### config.mk
export PLATFORM = sky130hd
export DESIGN_NAME = pg_switch_bank_fsm
export DESIGN_NICKNAME = d
export VERILOG_FILES = /design/src/rtl/pg_switch_pkg.sv /design/src/rtl/pg_switch_bank_fsm.sv
export SDC_FILE = /design/constraint.sdc
export NUM_CORES = 1
export LEC_CHECK = 0
export ABC_CLOCK_PERIOD_IN_PS = 2200
export BUFFER_PORTS_ARGS = -buffer_cell sky130_fd_sc_hd__buf_2
export CAP_MARGIN = 40
export CELL_PAD_IN_SITES_DETAIL_PLACEMENT = 1
export CELL_PAD_IN_SITES_GLOBAL_PLACEMENT = 1
export CORE_AREA = 2 2 39 41
export DETAILED_ROUTE_END_ITERATION = 16
export DIE_AREA = 0 0 41 43
export PLACE_DENSITY = 0.74
export SETUP_SLACK_MARGIN = 0.4
export SYNTH_ARGS = -nofsm -noshare
export SYNTH_HDL_FRONTEND = slang
export SYNTH_SLANG_ARGS = --single-unit
### constraint.sdc
create_clock -name clk_i -period 2.2 [get_ports clk_i]
set_clock_uncertainty 0.05 [all_clocks]
set_input_delay 0.44 -clock clk_i [delete_from_list [all_inputs] [get_ports clk_i]]
set_output_delay 0.44 -clock clk_i [all_outputs]
set_load 0.005 [all_outputs]
### src/rtl/pg_switch_pkg.sv
// Shared types and constants for the power-switch acknowledge model.
package pg_switch_pkg;

    typedef enum logic [1:0] {
        S_ON       = 2'd0,
        S_RAMP_OFF = 2'd1,
        S_OFF      = 2'd2,
        S_RAMP_ON  = 2'd3
    } pg_state_e;

    localparam int unsigned ABORT_CNT_W = 16;

endpackage

### src/rtl/pg_switch_bank_fsm.sv
// One bank's power-switch ramp FSM: ramp counter, registered active-low ack and ramp flag.
module pg_switch_bank_fsm
    import pg_switch_pkg::*;
#(
    parameter int unsigned ON_LATENCY  = 45,
    parameter int unsigned OFF_LATENCY = 45,
    parameter int unsigned CNT_W       = 6
) (
    input  logic clk_i,
    input  logic rst_ni,
    input  logic switch_n,
    output logic ack_n,
    output logic ramping,
    output logic abort_pulse
);

    localparam logic [CNT_W-1:0] ON_LOAD  = CNT_W'(ON_LATENCY - 1);
    localparam logic [CNT_W-1:0] OFF_LOAD = CNT_W'(OFF_LATENCY - 1);

    pg_state_e        state_q, state_d;
    logic [CNT_W-1:0] cnt_q, cnt_d;
    logic             ack_n_q, ramping_q;

    always_comb begin
        state_d     = state_q;
        cnt_d       = cnt_q;
        abort_pulse = 1'b0;
        unique case (state_q)
            S_ON: begin
                if (switch_n) begin
                    state_d = S_RAMP_OFF;
                    cnt_d   = OFF_LOAD;
                end
            end
            S_RAMP_OFF: begin
                if (!switch_n) begin
                    state_d     = S_ON;
                    abort_pulse = 1'b1;
                end else if (cnt_q == '0) begin
                    state_d = S_OFF;
                end else begin
                    cnt_d = cnt_q - 1'b1;
                end
            end
            S_OFF: begin
                if (!switch_n) begin
                    state_d = S_RAMP_ON;
                    cnt_d   = ON_LOAD;
                end
            end
            S_RAMP_ON: begin
                if (switch_n) begin
                    state_d     = S_OFF;
                    abort_pulse = 1'b1;
                end else if (cnt_q == '0) begin
                    state_d = S_ON;
                end else begin
                    cnt_d = cnt_q - 1'b1;
                end
            end
            default: state_d = S_ON;
        endcase
    end

    // Ack and ramp flag are registered from the next state so they change on the
    // same edge as the state, without decode glitches.
    always_ff @(posedge clk_i) begin
        if (!rst_ni) begin
            state_q   <= S_ON;
            cnt_q     <= '0;
            ack_n_q   <= 1'b0;
            ramping_q <= 1'b0;
        end else begin
            state_q   <= state_d;
            cnt_q     <= cnt_d;
            ack_n_q   <= (state_d == S_OFF) || (state_d == S_RAMP_ON);
            ramping_q <= (state_d == S_RAMP_OFF) || (state_d == S_RAMP_ON);
        end
    end

    assign ack_n   = ack_n_q;
    assign ramping = ramping_q;

endmodule

After elaboration in Yosys (flattened, before gate mapping)

Cells that the tools add are included.

Flip-flop bits (word level): 10
Output and inout bits: 3
Input bits: 3
Word-level logic and storage cells: 36

Reductions and logical operators: 5
Eq/ne operators: 10
Muxes and demuxes: 16
Add/subtract/negate cells: 1

Operators by type and width:

| cell                  | count |
|---|---|
| $mux W6               | 5 |
| $pmux W6 S4           | 1 |
| $mux W2               | 6 |
| $eq A2 B2 Y1 const B  | 4 |
| $ne A2 B2 Y1 const B  | 4 |
| $pmux W2 S4           | 1 |
| $logic_not A6 Y1      | 1 |
| $sub A6 B1 Y6 const B | 1 |
| $eq A2 B1 Y1 const B  | 2 |
| $reduce_and A4 Y1     | 1 |
| $logic_not A2 Y1      | 1 |
| $logic_or A1 B1 Y1    | 2 |
| $mux W1               | 2 |
| $pmux W1 S2           | 1 |

Logic depth before layout (Yosys ltp)

Depth in word-level cells: 6
Mapped depth: 7
Depth with buffers taken out: 6

Worst setup path before layout

Ideal clock, no wire load.

Path type: flip-flop to flip-flop
From: register cnt_q[0]
To: register cnt_q[5]
Arrival time: 1492 ps
Clock period less this slack: 1626 ps
Library setup time: 84 ps
Slack: 574 ps
Data required time: 2066 ps
Path buffers: 1
Stages on the path, launching flop included: 8
Cell sequence: dfxtp_1 > inv_1 > ha_1 > nor3b_2 > and3_1 > buf_6 > o31a_1 > o31ai_2

Word-level cells in the longest chain between the ends: 4
Elaborated cells on any way between the ends: 6
Those cells by class: add/sub (1); mux (4); reduce/logical (1)

Ends and longest elaborated chain:

| what                                                     | RTL line                                           | source |
|---|---|---|
| start, declared                                          | pg_switch_bank_fsm.sv:21                           | `logic [CNT_W-1:0] cnt_q, cnt_d;` |
| start signal, assigned                                   | pg_switch_bank_fsm.sv:75                           | `cnt_q <= cnt_d;` |
| $sub A6 B1 Y6 / $logic_not A6 Y1 (equally long branches) | --                                                 |  |
| $mux W6 *                                                | pg_switch_bank_fsm.sv:39, pg_switch_bank_fsm.sv:55 |  |
| $mux W6, on equally long branches                        | pg_switch_bank_fsm.sv:52, pg_switch_bank_fsm.sv:36 |  |
| $pmux W6 S4 *                                            | pg_switch_bank_fsm.sv:28                           | `unique case (state_q)` |

Mark *: on every way between the ends. The rest lies on a longest branch, timed or not. The select of a mux whose other input is x is not followed.
A chain may end at the register's enable or synchronous reset.

Worst setup path in the final report

Ends and elaborated chain as after synthesis.

==> impl_results.rst <==
.. list-table::
   :header-rows: 1

   * - Metric
     - Value
   * - Critical-path cell list
     - inv_1 -> ha_1 -> nor3b_2 -> and3_1 -> o31a_1 -> o31ai_2
   * - Remaining Overflow, GRT
     - 0
   * - Cts hold-fix bufs
     - 0
   * - Post-synthesis net count
     - 56
   * - Final worst-path cycle share
     - 0.771
   * - Relative slew margins
     - 0.768
   * - Post-CTS sizing
     - 0
   * - Wire length of the first global-routing pass
     - 1640 um
   * - Outcome
     - completed
   * - Nature of the critical path startpoint
     - flop
   * - Number of nets at the end of the flow
     - 65
   * - Worst Setup Slack post-DPL
     - 514 ps
   * - Die area
     - 0.00176 mm^2
   * - Total CTS buffers
     - 3
   * - Most common cell after layout, fill and taps aside
     - sky130_fd_sc_hd__dfxtp_1
   * - # Max-Cap Violations
     - 0
   * - Cell leakage power
     - 0.211 nW
   * - RSZ-0062 raised after global routing
     - no
   * - Required time worst endpoint
     - 2340 ps
   * - Sequential cell area in the final layout
     - 180 um^2
   * - Number of enable-type register cells in the synthesized netlist
     - 0
   * - Post-synthesis cell count
     - 52
   * - GRT Resource Usage Total
     - 0.140
   * - Number of register bits inferred by synthesis
     - 9
   * - Synth Cell Area
     - 463 um^2
   * - CP Class
     - reg -> reg
   * - Final period demand of the worst path
     - 1700 ps
   * - Total wire length
     - 919 um
   * - Worst-case register-to-register setup slack
     - 500 ps
   * - Most frequent cells in the layout
     - 9 x sky130_fd_sc_hd__dfxtp_1, 5 x sky130_fd_sc_hd__buf_2, 4 x sky130_fd_sc_hd__o21ai_0, 4 x sky130_fd_sc_hd__a21oi_1, 4 x sky130_fd_sc_hd__nor2_1
   * - Path category of the worst min-delay check
     - in -> reg
   * - Synthesized-area fraction occupied by ao, oa, aoi and oai cells
     - 0.208
   * - Initial core utilization
     - 0.335
   * - Vias after detailed routing
     - 395
   * - Number of synthesis warnings
     - 0
   * - Average routed wire per standard cell
     - 12.1 um
   * - Hpwl dp
     - 691 um
   * - Clock Sink Count
     - 9
   * - Die W
     - 41 um
   * - Antenna violation net count after detailed routing
     - 0
   * - Post-Syn Area per Cell
     - 8.90 um^2
   * - Worst Max-Slew Pin Slew
     - 347 ps
   * - Layout overhead on the synthesized area
     - 13.8%
   * - Register clock-pin slew on the reported worst setup and hold paths
     - 60 ps
   * - Count of input and output buffers
     - 5
   * - Proportion of synthesized area in mux cells
     - 0.0432
   * - Final slew viol count
     - 0
   * - Detail-routed via count per cell
     - 5.20
   * - Worst skew pair latency
     - 260 ps
   * - Number of design-rule violations left by the first detailed-router iteration
     - 6
   * - Family with the most delay on the worst path
     - compound AO/OA/AOI/OAI gates
   * - Power per cell area
     - 771 mW/mm^2
   * - Number of distinct library cells after synthesis
     - 27
   * - CTS tree
     - yes
   * - Total instance count after detailed placement
     - 72
   * - Ant diodes
     - 0
   * - Vertical die dimension
     - 43 um
   * - Synth Area in XOR/XNOR
     - 0.0351
   * - Maximum number of pins on one net before global-route repair
     - 12
   * - Filler cell count in the final layout
     - 169
   * - Area of the placeable core
     - 0.00138 mm^2
   * - Final weighted congestion of routability-driven global placement
     - 0.799
   * - Post-route insts no fill
     - 76
   * - Post-route worst hold slack
     - 395 ps
   * - Rows
     - 14
   * - Final critical-path setup slack
     - 505 ps
   * - Ys flop type
     - sky130_fd_sc_hd__dfxtp_1
   * - Fraction of registers with async set/reset
     - 0
   * - Antenna violations before repair
     - 0
   * - Layout Utilization
     - 0.381
   * - Adder-cell share of the synthesized area
     - 0.0270
   * - Number of detailed-route iterations in the first pass
     - 3
   * - Worst stage delay on the critical path
     - 390 ps
   * - Dominant combinational cell family by area after synthesis
     - simple AND/OR/NAND/NOR gates
   * - Layout cell share with drive strength beyond 1
     - 0.250
   * - Post-route DRC violation count
     - 0
   * - Final-layout setup total negative slack
     - 0 ps
   * - Root buffer cell
     - sky130_fd_sc_hd__clkbuf_4
   * - CP endpoint kind
     - flop
   * - Library cell contributing the largest single delay on the critical path
     - sky130_fd_sc_hd__dfxtp_1
   * - Number of buffers and inverters on the critical path
     - 1
   * - Area occupied by multi-input gates
     - 256 um^2
   * - Maximum resistive drop on vdd
     - 0.000289 V
   * - Number of I/O pins
     - 6
   * - Setup fix buffers added after clock tree synthesis
     - 0
   * - Largest fanout of any net on the critical path
     - 5
   * - Final setup violation count
     - 0
   * - Worst path arrival time
     - 1830 ps
   * - Via count of the first global-routing pass
     - 383
   * - Clock buffer depth
     - 2
   * - Fmax
     - 590 MHz
   * - Final count of hold timing violations
     - 0
   * - CTS H-tree depth
     - 1
   * - Sequential fraction of the synthesis area
     - 0.389
   * - Post-synthesis simple-gate area fraction
     - 0.241
==> path summary, 6_finish.rpt <==
kind	from	end	cells after the start
worst min-delay path	rst_ni	cnt_q[2]$_SDFFE_PN0P_	3
worst max register to register	cnt_q[0]$_SDFFE_PN0P_	cnt_q[5]$_SDFFE_PN0P_	6
worst min register to register	cnt_q[4]$_SDFFE_PN0P_	cnt_q[4]$_SDFFE_PN0P_	2
worst max-delay path	cnt_q[0]$_SDFFE_PN0P_	cnt_q[5]$_SDFFE_PN0P_	6
==> through the flow <==
step | power (W) | cell area [um^2]
3_3_place_gp | 0.000278 | 500
5_1_grt | 0.000430 | 527
2_1_floorplan | 0.000258 | 463
3_5_place_dp | 0.000279 | 500
4_1_cts | 0.000413 | 527
6_report | 0.000406 | 527
==> cell families after synthesis <==
logic type / count (synthesis)
and+or+nand+nor: 20
AOI/OAI and AO/OA: 14
DFF: 9
buffers and inverters: 5
muxes: 2
xor gates and xnor gates: 1
adders and majority gates: 1
==> layout make-up <==
class | instances | share of cell area
multi-input cells | 38 | 0.487
inverters | 3 | 0.0214
clock buffers | 4 | 0.0499
flip-flops and latches | 9 | 0.342
repair buffers | 6 | 0.0618
well taps | 16 | 0.0380
==> report_power, final <==
part / switching, W / leakage, nW / internal (W) / total, W
clock network: 0.0000623 / 0.0150 / 0.0000702 / 0.000132
logic: 0.0000395 / 0.122 / 0.0000375 / 0.0000771
registers: 0.0000193 / 0.0742 / 0.000177 / 0.000197
total: 0.000121 / 0.211 / 0.000285 / 0.000406
==> metal layers <==
metal	share of wire	GRT usage	routed length, um	vias up
met2	0.41	0.159	378	10
met4	0.033	0.100	30	0
met1	0.51	0.210	473	180
met5	0	0	0	-
li1	-	-	-	201
met3	0.040	0.0471	37	4
==> flip-flops by register name, summed over array words and instances, names as in the netlist <==
name and flops:
state_q 2, cnt_q 6, ramping 1
==> worst register-to-register path, stage by stage (launching register included) <==
cell                      delay (ps)
sky130_fd_sc_hd__dfxtp_1         390
sky130_fd_sc_hd__inv_1            80
sky130_fd_sc_hd__ha_1            220
sky130_fd_sc_hd__nor3b_2         180
sky130_fd_sc_hd__and3_1          230
sky130_fd_sc_hd__o31a_1          300
sky130_fd_sc_hd__o31ai_2         160
==> synthesized netlist by cell type (2+ instances only) <==
library cell,count,area share
sky130_fd_sc_hd__o21ai_0,4,0.043
sky130_fd_sc_hd__nand2_1,3,0.024
sky130_fd_sc_hd__nor3_1,3,0.032
sky130_fd_sc_hd__dfxtp_1,9,0.39
sky130_fd_sc_hd__nor2_1,4,0.032
sky130_fd_sc_hd__nand3_1,2,0.022
sky130_fd_sc_hd__inv_1,3,0.024
sky130_fd_sc_hd__mux2i_1,2,0.043
sky130_fd_sc_hd__a21oi_1,4,0.043
(Power assumes the default switching activity.)
